<file path="config.mk">
export PLATFORM = sky130hd
export DESIGN_NAME = reg_bus_master_flat
export DESIGN_NICKNAME = d
export VERILOG_FILES = /design/src/rtl/reg_bus_master_if.sv /design/src/rtl/reg_bus_master.sv /design/src/flat_wrapper.sv
export SDC_FILE = /design/constraint.sdc
export NUM_CORES = 1
export LEC_CHECK = 0
export BUFFER_PORTS_ARGS = -buffer_cell sky130_fd_sc_hd__buf_2
export CORE_AREA = 2 2 93 131
export DETAILED_ROUTE_END_ITERATION = 16
export DIE_AREA = 0 0 95 133
export GPL_TIMING_DRIVEN = 0
export PLACE_DENSITY = 0.78
export SLEW_MARGIN = 20
export SYNTH_ARGS = -nofsm -noshare
export SYNTH_HDL_FRONTEND = slang
export SYNTH_SLANG_ARGS = --single-unit
</file>
<file path="constraint.sdc">
create_clock -name clk -period 2.5 [get_ports clk]
set_input_delay 0.625 -clock clk [delete_from_list [all_inputs] [get_ports clk]]
set_output_delay 0.625 -clock clk [all_outputs]
set_load 0.02 [all_outputs]
</file>
<file path="src/rtl/reg_bus_master_if.sv">
// Signal bundle for reg_bus_master: request/response handshakes plus the 16-bit register bus.
// The master modport is the initiator's view; slave is the view of whoever sits around it.
interface reg_bus_master_if;
    logic        req_valid;
    logic        req_ready;
    logic        req_op;
    logic        req_wide;
    logic [15:0] req_addr;
    logic [31:0] req_wdata;
    logic        rsp_valid;
    logic        rsp_ready;
    logic        rsp_op;
    logic [31:0] rsp_rdata;
    logic        bus_cmd_valid;
    logic        bus_op;
    logic [15:0] bus_addr;
    logic [15:0] bus_wr_data;
    logic [15:0] bus_rd_data;

    modport master (
        input  req_valid, req_op, req_wide, req_addr, req_wdata, rsp_ready, bus_rd_data,
        output req_ready, rsp_valid, rsp_op, rsp_rdata,
               bus_cmd_valid, bus_op, bus_addr, bus_wr_data
    );

    modport slave (
        output req_valid, req_op, req_wide, req_addr, req_wdata, rsp_ready, bus_rd_data,
        input  req_ready, rsp_valid, rsp_op, rsp_rdata,
               bus_cmd_valid, bus_op, bus_addr, bus_wr_data
    );
endinterface

</file>
<file path="src/rtl/reg_bus_master.sv">
// Register-bus initiator: turns one accepted request into one or two 16-bit bus beats
// (wide = high half at addr, low half at addr+1) and returns a held response.
module reg_bus_master #(
    parameter int RD_LAT = 1
) (
    input  logic             clk,
    input  logic             rst_n,
    reg_bus_master_if.master bus
);
    typedef enum logic [1:0] {IDLE, CMD, WAIT, RSP} state_t;

    localparam logic [2:0] LAT_LAST = 3'(RD_LAT - 1);

    state_t      state;
    logic        op_q;
    logic        wide_q;
    logic        beat_q;
    logic [15:0] addr_q;
    logic [31:0] wdata_q;
    logic [15:0] rdata_hi_q;
    logic [2:0]  lat_cnt;

    assign bus.req_ready = (state == IDLE) && rst_n;

    // Bus and response outputs are loaded on the edge entering the state that shows them,
    // so every output except req_ready comes straight from a flop.
    always_ff @(posedge clk) begin
        if (!rst_n) begin
            state             <= IDLE;
            op_q              <= 1'b0;
            wide_q            <= 1'b0;
            beat_q            <= 1'b0;
            addr_q            <= 16'h0000;
            wdata_q           <= 32'h0000_0000;
            rdata_hi_q        <= 16'h0000;
            lat_cnt           <= 3'd0;
            bus.bus_cmd_valid <= 1'b0;
            bus.bus_op        <= 1'b0;
            bus.bus_addr      <= 16'h0000;
            bus.bus_wr_data   <= 16'h0000;
            bus.rsp_valid     <= 1'b0;
            bus.rsp_op        <= 1'b0;
            bus.rsp_rdata     <= 32'h0000_0000;
        end else begin
            case (state)
                IDLE: begin
                    if (bus.req_valid) begin
                        state             <= CMD;
                        op_q              <= bus.req_op;
                        wide_q            <= bus.req_wide;
                        addr_q            <= bus.req_addr;
                        wdata_q           <= bus.req_wdata;
                        beat_q            <= 1'b0;
                        rdata_hi_q        <= 16'h0000;
                        bus.bus_cmd_valid <= 1'b1;
                        bus.bus_op        <= bus.req_op;
                        bus.bus_addr      <= bus.req_addr;
                        bus.bus_wr_data   <= !bus.req_op ? 16'h0000 :
                                             bus.req_wide ? bus.req_wdata[31:16] :
                                                            bus.req_wdata[15:0];
                    end
                end

                CMD: begin
                    if (op_q && wide_q && !beat_q) begin
                        // Wide writes issue the low half back-to-back with the high half.
                        beat_q          <= 1'b1;
                        bus.bus_addr    <= addr_q + 16'd1;
                        bus.bus_wr_data <= wdata_q[15:0];
                    end else begin
                        bus.bus_cmd_valid <= 1'b0;
                        bus.bus_op        <= 1'b0;
                        bus.bus_addr      <= 16'h0000;
                        bus.bus_wr_data   <= 16'h0000;
                        if (op_q) begin
                            state         <= RSP;
                            bus.rsp_valid <= 1'b1;
                            bus.rsp_op    <= 1'b1;
                            bus.rsp_rdata <= 32'h0000_0000;
                        end else begin
                            state   <= WAIT;
                            lat_cnt <= 3'd0;
                        end
                    end
                end

                WAIT: begin
                    if (lat_cnt == LAT_LAST) begin
                        if (wide_q && !beat_q) begin
                            rdata_hi_q        <= bus.bus_rd_data;
                            beat_q            <= 1'b1;
                            state             <= CMD;
                            bus.bus_cmd_valid <= 1'b1;
                            bus.bus_op        <= 1'b0;
                            bus.bus_addr      <= addr_q + 16'd1;
                            bus.bus_wr_data   <= 16'h0000;
                        end else begin
                            state         <= RSP;
                            bus.rsp_valid <= 1'b1;
                            bus.rsp_op    <= 1'b0;
                            bus.rsp_rdata <= {(wide_q ? rdata_hi_q : 16'h0000), bus.bus_rd_data};
                        end
                    end else begin
                        lat_cnt <= lat_cnt + 3'd1;
                    end
                end

                RSP: begin
                    if (bus.rsp_ready) begin
                        state         <= IDLE;
                        bus.rsp_valid <= 1'b0;
                        bus.rsp_op    <= 1'b0;
                        bus.rsp_rdata <= 32'h0000_0000;
                    end
                end

                default: state <= IDLE;
            endcase
        end
    end
endmodule

</file>
<file path="src/flat_wrapper.sv">
// flat-port wrapper written by rule: the top's interface ports become plain ports
module reg_bus_master_flat 
#(
    parameter int RD_LAT = 1
)
  (clk, rst_n, bus_req_valid, bus_req_op, bus_req_wide, bus_req_addr, bus_req_wdata, bus_rsp_ready, bus_bus_rd_data, bus_req_ready, bus_rsp_valid, bus_rsp_op, bus_rsp_rdata, bus_bus_cmd_valid, bus_bus_op, bus_bus_addr, bus_bus_wr_data);
  reg_bus_master_if bus_i ();
  input  logic clk;
  input  logic rst_n;
  input wire logic [$bits(bus_i.req_valid)-1:0] bus_req_valid;
  input wire logic [$bits(bus_i.req_op)-1:0] bus_req_op;
  input wire logic [$bits(bus_i.req_wide)-1:0] bus_req_wide;
  input wire logic [$bits(bus_i.req_addr)-1:0] bus_req_addr;
  input wire logic [$bits(bus_i.req_wdata)-1:0] bus_req_wdata;
  input wire logic [$bits(bus_i.rsp_ready)-1:0] bus_rsp_ready;
  input wire logic [$bits(bus_i.bus_rd_data)-1:0] bus_bus_rd_data;
  output wire logic [$bits(bus_i.req_ready)-1:0] bus_req_ready;
  output wire logic [$bits(bus_i.rsp_valid)-1:0] bus_rsp_valid;
  output wire logic [$bits(bus_i.rsp_op)-1:0] bus_rsp_op;
  output wire logic [$bits(bus_i.rsp_rdata)-1:0] bus_rsp_rdata;
  output wire logic [$bits(bus_i.bus_cmd_valid)-1:0] bus_bus_cmd_valid;
  output wire logic [$bits(bus_i.bus_op)-1:0] bus_bus_op;
  output wire logic [$bits(bus_i.bus_addr)-1:0] bus_bus_addr;
  output wire logic [$bits(bus_i.bus_wr_data)-1:0] bus_bus_wr_data;
  assign bus_i.req_valid = bus_req_valid;
  assign bus_i.req_op = bus_req_op;
  assign bus_i.req_wide = bus_req_wide;
  assign bus_i.req_addr = bus_req_addr;
  assign bus_i.req_wdata = bus_req_wdata;
  assign bus_i.rsp_ready = bus_rsp_ready;
  assign bus_i.bus_rd_data = bus_bus_rd_data;
  assign bus_req_ready = bus_i.req_ready;
  assign bus_rsp_valid = bus_i.rsp_valid;
  assign bus_rsp_op = bus_i.rsp_op;
  assign bus_rsp_rdata = bus_i.rsp_rdata;
  assign bus_bus_cmd_valid = bus_i.bus_cmd_valid;
  assign bus_bus_op = bus_i.bus_op;
  assign bus_bus_addr = bus_i.bus_addr;
  assign bus_bus_wr_data = bus_i.bus_wr_data;
  reg_bus_master #(.RD_LAT(RD_LAT)) u_core (.clk(clk), .rst_n(rst_n), .bus(bus_i));
endmodule
</file>
After elaboration in Yosys (flattened, before gate mapping)

Cells that the tools add are included.

Add/sub/neg operators: 2
Equal/unequal tests: 13
Muxes and demuxes: 55
Reduce and logical (&&, ||, !) cells: 19

Operator list:

| kind                                           | count |
|---|---|
| 2-to-1 mux 16 bit                              | 14 |
| 2-to-1 mux 32 bit                              | 5 |
| one-hot mux 16 bit (3 select lines)            | 2 |
| one-hot mux 32 bit (3 select lines)            | 1 |
| one-hot mux 16 bit (2 select lines)            | 1 |
| 2-to-1 mux 1 bit                               | 17 |
| adder 16 x 1 -> 16 bit (second input constant) | 1 |
| AND reduction 4 bit                            | 4 |
| one-hot mux 1 bit (3 select lines)             | 5 |
| != test 2 bit (second input constant)          | 6 |
| 2-to-1 mux 2 bit                               | 5 |
| AND reduction 5 bit                            | 2 |
| 2-to-1 mux 3 bit                               | 3 |
| != test 2 x 1 -> 1 bit (second input constant) | 4 |
| one-hot mux 2 bit (4 select lines)             | 1 |
| one-hot mux 3 bit (2 select lines)             | 1 |
| AND reduction 6 bit                            | 1 |
| nonzero test 3 bit                             | 2 |
| == test 2 bit (second input constant)          | 2 |
| logical AND 1 bit                              | 4 |
| nonzero test 2 bit                             | 2 |
| adder 3 x 1 -> 3 bit (second input constant)   | 1 |
| zero test 3 bit                                | 1 |
| == test 2 x 1 -> 1 bit (second input constant) | 1 |
| 3 further kinds                                | 3 |

Register bits after elaboration: 124
Output and inout bits: 69

Depth between registers and ports, before layout

Gate-level depths: netlist of run 1.

Depth after elaboration: 5
Depth in mapped cells: 9
Depth with buffers taken out: 6

Worst setup path before layout of run 1

No wires, ideal clock.

Path type: register -> register
From: register u_core.state[0]
To: register u_core.rdata_hi_q[10]
Data arrival time: 1.744 ns
Required time: 2.372 ns
Setup slack: 0.628 ns
Cell stages (with the launch flop): 9
Buffers on the path: 3
Clock period less this slack: 1.872 ns
Cell sequence: dfxtp_1 -> inv_1 -> ha_1 -> buf_4 -> buf_4 -> a221o_1 -> clkbuf_1 -> a22oi_1 -> nor2_1

Cells in the longest elaborated chain, start to end: 3

RTL lines:

| element                                                  | RTL line             | source |
|---|---|---|
| start, declared                                          | reg_bus_master.sv:14 | `state_t state;` |
| start signal, assigned                                   | reg_bus_master.sv:29 | `state <= IDLE;` |
| start signal, assigned                                   | reg_bus_master.sv:48 | `state <= CMD;` |
| start signal, assigned                                   | reg_bus_master.sv:76 | `state <= RSP;` |
| == test 2 bit / zero test 2 bit (equally long branches)  | reg_bus_master.sv:45 | `case (state)` |
| != test 2 x 1 -> 1 bit (no line) (tied with other cells) | n/a                  |  |
| AND reduction 4 bit (no line)                            | n/a                  |  |
| end signal, assigned                                     | reg_bus_master.sv:90 | `rdata_hi_q <= bus.bus_rd_data;` |
| end, declared                                            | reg_bus_master.sv:20 | `logic [15:0] rdata_hi_q;` |

Several ways; a longest one is shown, not always the timed one.
A chain may end at the register's enable or synchronous reset.

Worst setup path in the final report of run 1

From: register u_core.state[0]
To: register u_core.bus.bus_addr[0] (netlist name)

Cells in the longest elaborated chain, start to end: 3

RTL lines:

| element                                                  | RTL line                | source |
|---|---|---|
| == test 2 bit (tied with other cells)                    | reg_bus_master.sv:45    |  |
| != test 2 x 1 -> 1 bit (no line) (tied with other cells) | n/a                     |  |
| AND reduction 4 bit (no line)                            | n/a                     |  |
| end signal, assigned                                     | reg_bus_master.sv:57    | `bus.bus_addr <= bus.req_addr;` |
| end signal, assigned                                     | reg_bus_master.sv:68    | `bus.bus_addr <= addr_q + 16'd1;` |
| end signal, assigned                                     | reg_bus_master.sv:95    | `bus.bus_addr <= addr_q + 16'd1;` |
| end, declared                                            | reg_bus_master_if.sv:23 | `bus_cmd_valid, bus_op, bus_addr, bus_wr_data` |

Several ways; a longest one is shown, not always the timed one.

==> results of run 1 <==
## final cells by class
type	count	area, sq um
Fill cell	987	3993
Multi-Input combinational cell	525	3227
Sequential cell	124	2482
Timing Repair Buffer	137	685.7
Clock buffer	19	432.9
Buffer	72	347.8
Clock inverter	13	191.4
Tap cell	147	183.9
Inverter	11	41.29
## flip-flops by register name (all words and copies together) (netlist names)
register / cells
u_core.bus.rsp_rdata: 32
u_core.wide_q: 1
u_core.bus.bus_op: 1
u_core.lat_cnt: 3
u_core.bus.rsp_op: 1
u_core.addr_q: 16
u_core.beat_q: 1
u_core.rdata_hi_q: 16
u_core.bus.rsp_valid: 1
u_core.state: 2
u_core.bus.bus_addr: 16
u_core.wdata_q: 16
u_core.bus.bus_cmd_valid: 1
u_core.op_q: 1
u_core.bus.bus_wr_data: 16
## worst min-delay path: cells and delay by family
family	cells	cell delay, ns
buffers and inverters	1	0.10
and+or+nand+nor	1	0.05
AOI/OAI and AO/OA	1	0.05
## cell usage in the layout (no fill, tap or decap), types with 3 or more instances in the layout
cell type   Yosys  routed
clkbuf_16       0      17
buf_4           5       5
ha_1            8       8
o211a_1         4       4
buf_2          13     150
buf_1           5       5
clkinvlp_4      0       3
mux2i_1        22      22
a211oi_1       17      17
a21oi_2         3       3
a21o_1          3       3
a22oi_1        17      17
a21oi_1       126     126
nand2_1        93      93
o21ai_0         8       8
or4_1          35      35
o221a_2         7       7
clkinv_4        0       3
clkbuf_1       44      42
and2_1          3       3
a311oi_2        3       3
nand2b_1       25      25
bufinv_16       0       4
o31ai_1        36      36
nor4_1          5       5
dfxtp_1       124     124
or3_2           3       3
buf_6           5       5
o2111ai_1       4       4
nand3_1        31      31
nor2_1         39      39
inv_1          10      10
clkbuf_2        0       4
## report_power, final
part	leakage (nW)	switching, mW	internal (mW)	total (mW)
sequential	1.01	0.287	2.40	2.69
combinational	1.77	2.39	1.26	3.65
clock	0.294	0.929	1.68	2.60
## metal layers
layer / wire length [um] / GRT usage [%] / part of all wire [%]
met4: 768 / 13.61 / 4.3
met2: 9060 / 48.27 / 51
met5: 0 / 0 / 0
met1: 6916 / 32.01 / 39
met3: 1138 / 7.062 / 6.4
## per-stage QoR
stage / cells / util [%] / hold WS, ns / setup slack [ns]
6_report: 1048 / 65.54 / 0.4544 / 0.1247
5_1_grt: 1048 / 65.54 / 0.4555 / 0.04772
4_1_cts: 1048 / 65.50 / 0.4517 / 0.05069
3_5_place_dp: 1016 / 60.10 / 0.4476 / 0.05070
3_3_place_gp: 1016 / 60.10 / 0.4430 / 0.1223
2_1_floorplan: 732 / - / 0.4367 / 0.6285
## what timing repair did
action                     4_1_cts  5_1_grt
gates resized for setup          1        6
hold buffers                     0        0
gates cloned                     0        0
buffers inserted                 0        0
setup endpoints to repair        1        7
## kinds of logic (layout without fill, tap and decap cells)
| kind of cell | count (synthesis) | count (layout) |
|---|---|---|
| xor gates and xnor gates | 3 | 3 |
| DFF | 124 | 124 |
| and+or+nand+nor | 250 | 250 |
| adders and majority gates | 8 | 8 |
| buffers and inverters | 83 | 252 |
| muxes | 22 | 22 |
| AOI/OAI and AO/OA | 242 | 242 |
## how the worst max path moves through the flow
stage	from	endpoint	slack, ns	cells after the start
3_3_place_gp	u_core.state[0]	u_core.bus.bus_addr[2]	0.12	8
5_1_grt	u_core.state[0]	u_core.bus.bus_addr[11]	0.05	8
2_1_floorplan	u_core.state[0]	u_core.rdata_hi_q[10]	0.63	8
4_1_cts	u_core.state[0]	u_core.bus.bus_addr[2]	0.05	8
3_5_place_dp	u_core.state[0]	u_core.bus.bus_addr[2]	0.05	8
6_report	u_core.state[0]	u_core.bus.bus_addr[0]	0.12	7
==> key figures, run 1 <==
GRT
  – GRT Total Usage: 28.14%
  – Largest net degree at the start of global routing: 17
  – Initial antenna violation count: 0
  – Number of global-route vias before repair: 5667
  – First-pass GRT wire length: 27680 um
  – Total gr overflow: 0

Clock tree
  – TritonCTS clock tree: done
  – TritonCTS Sinks: 124
  – Longest Clk Path Bufs: 2
  – Cts bufs inserted: 17
  – Clock root buffer: clkbuf_16
  – Reg clk slew, reported paths: 0.06 ns
  – # H-tree levels: 4
  – Skew-Pair Late Insertion Delay: 0.42 ns

Logic synthesis
  – Area fraction in compound gates after synthesis: 25.83%
  – Register area share after synthesis: 40.74%
  – Post-synthesis adder-cell area fraction: 1.643%
  – Largest family of logic cells by synthesized area: compound AO/OA/AOI/OAI gates
  – Syn. warnings: 0
  – Mapped Cells: 732
  – Synth Area per Inst: 8.324 sq um
  – Synth cell count leaders: a21oi_1, dfxtp_1, nand2_1
  – Post-synthesis mux area share: 3.614%
  – Synth Area in Simple Gates: 21.44%
  – Cell taking the most area after synthesis: dfxtp_1
  – XOR/XNOR Fraction of Synth Area: 0.4312%
  – FFs w/ async S/R, synth: 0%
  – Area contributors post-synth: dfxtp_1, a21oi_1, nand2_1
  – Syn nets: 810
  – Synth unique cells: 55
  – Post-synth EDFFs: 0
  – Yosys top cell area share: 40.74%
  – Post-Syn Area: 6093 sq um
  – #FFs+latches synth: 124
  – Ys flop type: dfxtp_1
  – Most common cell in the netlist: a21oi_1

Placed design
  – Placer Congestion: 0.9059
  – Post-detail-place hpwl: 13020 um
  – # port buffers: 137
  – Placed instance area: 6963 sq um

Critical path
  – Max incr delay on CP: 0.42 ns
  – Critical Setup Path Class: reg2reg
  – Startpoint Class: flop
  – Launching point of the worst reg2reg path: u_core.state[0]
  – Crit end category: flop
  – Worst Reg-to-Reg Cells: 7
  – Most common cell on crit path: clkbuf_1
  – Critical Path RT: 2.86 ns
  – Slowest stage cell, crit path: dfxtp_1
  – Crit path arrival time: 2.74 ns
  – Critical path's top delay family: buffers and inverters
  – CP max FO: 10
  – Reg2reg end: u_core.bus.bus_addr[0]
  – Worst path cell trace: inv_1 > ha_1 > clkbuf_1 > o21ai_0 > clkbuf_1 > o2111ai_1 > o211a_1
  – FF-to-FF setup slack: 0.12 ns
  – Buffers & Inverters on Critical Path: 3

Run status
  – Outcome: complete, no violations

Min path
  – Worst hold path class: in2reg
  – Hold EP: u_core.wdata_q[15]
  – Hold depth: 3
  – Worst Min Path Start: bus_req_wdata[15]

Routing
  – Drt first pass iters: 5
  – Drt wl/cell: 17.06 um
  – Via count: 6165
  – Initial DRC count: 363
  – Residual DRC count: 0
  – DRT antenna net count: 0
  – DRT Wirelength: 17880 um
  – Routed vias/inst: 5.883

Final layout
  – Final instance area: 7592 sq um
  – Layout cell share with drive strength beyond 1: 24.64%
  – Area Growth Syn to Fin: 24.60%
  – Diodes inserted: 0
  – Fin nets: 966

Pwr
  – Tot Pwr: 8.940 mW
  – Worst vdd ir: 0.0006116 V
  – PwrDens: 1178 nW/um^2
  – Leakage power: 3.077 nW

Floorplan
  – Initial core utilization: 52.60%
  – Die Area: 12640 sq um
  – Core area: 11580 sq um
  – Chip height: 133 um
  – Site Rows: 47
  – Ports: 139
  – Die span in x: 95 um

Timing
  – Final setup vio count: 0
  – Period utilization: 95.01%
  – Worst-margin pin slew: 0.6832 ns
  – Fin crit period: 2.375 ns
  – RSZ-0062 raised after global routing: no
  – Fmax: 421.0 MHz
  – Worst Clk Skew: 0.009915 ns
  – TNS Setup: 0 ns
  – Fin. max-slew vios: 0
  – Final hold vios: 0
  – Rel. slew slack: 54.45%

Job
  – Max-Cap Viols: 0
(Power assumes the default switching activity.)
==> inputs of run 2 (changes only) <==
- CORE_AREA: 2 2 93 131 -> 2 2 98 137
- DIE_AREA: 0 0 95 133 -> 0 0 100 139
- PLACE_DENSITY: 0.78 -> 0.74
- clock period: 2.5 -> 2.08 ns (I/O delays scaled with it)
==> run 2 against run 1 <==
Count of clock-buffer cells in the layout increased by 2. Die area is 10% higher. Critical path depth grew 1. Maximum frequency up 16%. Critical path type unchanged. Largest cell class unchanged. Sequential cell count unchanged. Highest routed layer unchanged. Sequential power grew 21%.
==> key figures, run 2 (synthesis gave the netlist of run 1 again) <==
Run status
  – Outcome: complete, no violations

Critical path
  – Crit path arrival time: 2.39 ns
  – Buffers & Inverters on Critical Path: 4
  – Launching point of the worst reg2reg path: u_core.state[0]
  – Slowest stage cell, crit path: or4_1
  – Setup crit end: u_core.bus.rsp_rdata[11]
  – Worst Reg-to-Reg Cells: 8
  – CP max FO: 10
  – FF-to-FF setup slack: 0.04 ns
  – Critical Setup Path Class: reg2reg
  – Critical Path RT: 2.42 ns
  – Crit end category: flop
  – Startpoint Class: flop
  – Cell depth of the worst setup path: 8
  – Critical path's top delay family: buffers and inverters
  – Max incr delay on CP: 0.47 ns
  – Worst path cell trace: inv_2 > ha_1 > buf_4 > buf_4 > clkbuf_4 > nand2_1 > or4_1 > a21oi_2
  – Most common cell on crit path: buf_4
  – Reg2reg end: u_core.bus.rsp_rdata[11]
  – Crit path from: u_core.state[0]

Placed design
  – DP Worst Slack: -0.3445 ns
  – Post-detail-place hpwl: 13390 um
  – # port buffers: 137
  – Placed instance area: 6970 sq um
  – Total placed cells including tap cells: 1022
  – Placer Congestion: 0.8636

Final layout
  – Most frequent cells in the layout: buf_2, a21oi_1, dfxtp_1
  – Multi-input logic area: 3351 sq um
  – Area Growth Syn to Fin: 28.67%
  – Register area: 2487 sq um
  – Cell Count, Final, Fillers Out: 1065
  – Fin nets: 977
  – Most common cell after layout, fill and taps aside: buf_2
  – Max FFs per register: 32
  – Most flops, register: u_core.bus.rsp_rdata
  – Filler cells: 1150
  – Layout cell share with drive strength beyond 1: 29.86%
  – Final instance area: 7840 sq um

Timing
  – Worst-margin pin slew: 0.6961 ns
  – Worst Clk Skew: 0.01023 ns
  – Fin crit period: 2.045 ns
  – Final setup vio count: 0
  – TNS Setup: 0 ns
  – Fmax: 489.0 MHz
  – RSZ-0062 raised after global routing: yes
  – Period utilization: 98.31%
  – Rel. slew slack: 53.60%
  – Final hold vios: 0
  – Min Hold Slack: 0.3489 ns
  – Final setup margin: 0.03515 ns
  – Fin. max-slew vios: 0

Clock tree
  – Clock root buffer: clkbuf_16
  – Cts bufs inserted: 17
  – TritonCTS Sinks: 124
  – Reg clk slew, reported paths: 0.06 ns
  – TritonCTS clock tree: done
  – Skew-Pair Late Insertion Delay: 0.42 ns
  – Hold-fix buffer count after cts: 0
  – # H-tree levels: 4
  – Longest Clk Path Bufs: 2

GRT
  – Total gr overflow: 0
  – First-pass GRT wire length: 29750 um
  – Initial antenna violation count: 1
  – GRT Total Usage: 26.79%
  – Largest net degree at the start of global routing: 17
  – Number of global-route vias before repair: 6125

Job
  – Max-Cap Viols: 0

Min path
  – Worst hold path class: in2reg
  – Worst Min Path Start: bus_req_addr[10]

Pwr
  – Share of power burned in registers: 29.7%
  – Internal: 6.504 mW
  – PwrDens: 1401 nW/um^2
  – Clk pwr share: 26.5%
  – Worst vdd ir: 0.0006969 V
  – Switching part of the total power: 40.79%
  – Comb pwr share: 43.8%
  – Switching pwr: 4.481 mW
  – Leakage power: 3.191 nW

Floorplan
  – Chip height: 139 um
  – Ports: 139
  – Site Rows: 49
  – Die Area: 13900 sq um
  – Die span in x: 100 um
  – Initial core utilization: 47.78%
  – Core area: 12750 sq um

Routing
  – Initial DRC count: 344
  – Drt first pass iters: 7
  – DRT antenna net count: 0
  – DRT Wirelength: 19190 um
  – Routed vias/inst: 5.869
  – Residual DRC count: 0
  – Via count: 6250
  – Drt wl/cell: 18.02 um
-- run 2: worst register-to-register path: cells and delay by family, from the launching register on --
| kind | cells | cell delay (ns) |
|---|---|---|
| buffers and inverters | 4 | 0.75 |
| AND/OR/NAND/NOR | 2 | 0.53 |
| flip-flops | 1 | 0.37 |
| AO/OA/AOI/OAI | 1 | 0.18 |
| adder cells (fa/ha/maj) | 1 | 0.16 |
-- run 2: final cells by class --
class | count | area share (%)
repair buffers | 149 | 9.895
diodes | 1 | 0.03192
plain buffers | 71 | 5.251
inverters | 11 | 0.5586
clock buffers | 21 | 5.873
flip-flops and latches | 124 | 31.73
clock inverters | 10 | 1.484
well taps | 153 | 2.442
multi-input cells | 525 | 42.74
-- run 2: worst min path at each step --
stage | slack (ns) | cells past startpoint | endpoint
after global placement | 0.44 | 2 | u_core.wdata_q[0]
after CTS | 0.34 | 3 | u_core.addr_q[10]
after floorplan | 0.44 | 2 | u_core.wdata_q[0]
after detailed placement | 0.45 | 2 | u_core.wdata_q[1]
after global routing | 0.35 | 3 | u_core.addr_q[10]
final | 0.35 | 3 | u_core.addr_q[10]
-- run 2: power by group through the flow --
stage | clock, mW | sequential, mW | combinational, mW
global route | 3.03 | 3.32 | 5.21
floorplan | 0 | 3.65 | 2.64
global placement | 0 | 3.26 | 4.28
finish | 2.91 | 3.26 | 4.81
CTS | 2.92 | 3.24 | 4.51
detailed placement | 0 | 3.28 | 4.32
-- run 2: metrics by stage --
step                      utilization, %  total power [mW]
after detailed placement           54.66             7.601
final                              61.48             10.98
after CTS                          59.94             10.67
after global routing               61.48             11.56
after floorplan                        -             6.295
after global placement             54.66             7.545
-- run 2: layer usage --
layer  up-vias  GRT usage, %  part of all wire [%]
met1      2917         31.14                    38
met3        46         6.250                   6.7
met2       276         46.55                    52
met5         -             0                     0
li1       3011             -                     -
met4         0         11.46                   3.3
-- run 2: what timing repair did --
action | in CTS | in global routing
setup endpoints to repair | 78 | 91
pin swaps | 1 | 6
gates resized for setup | 32 | 58
buffers inserted | 2 | 10
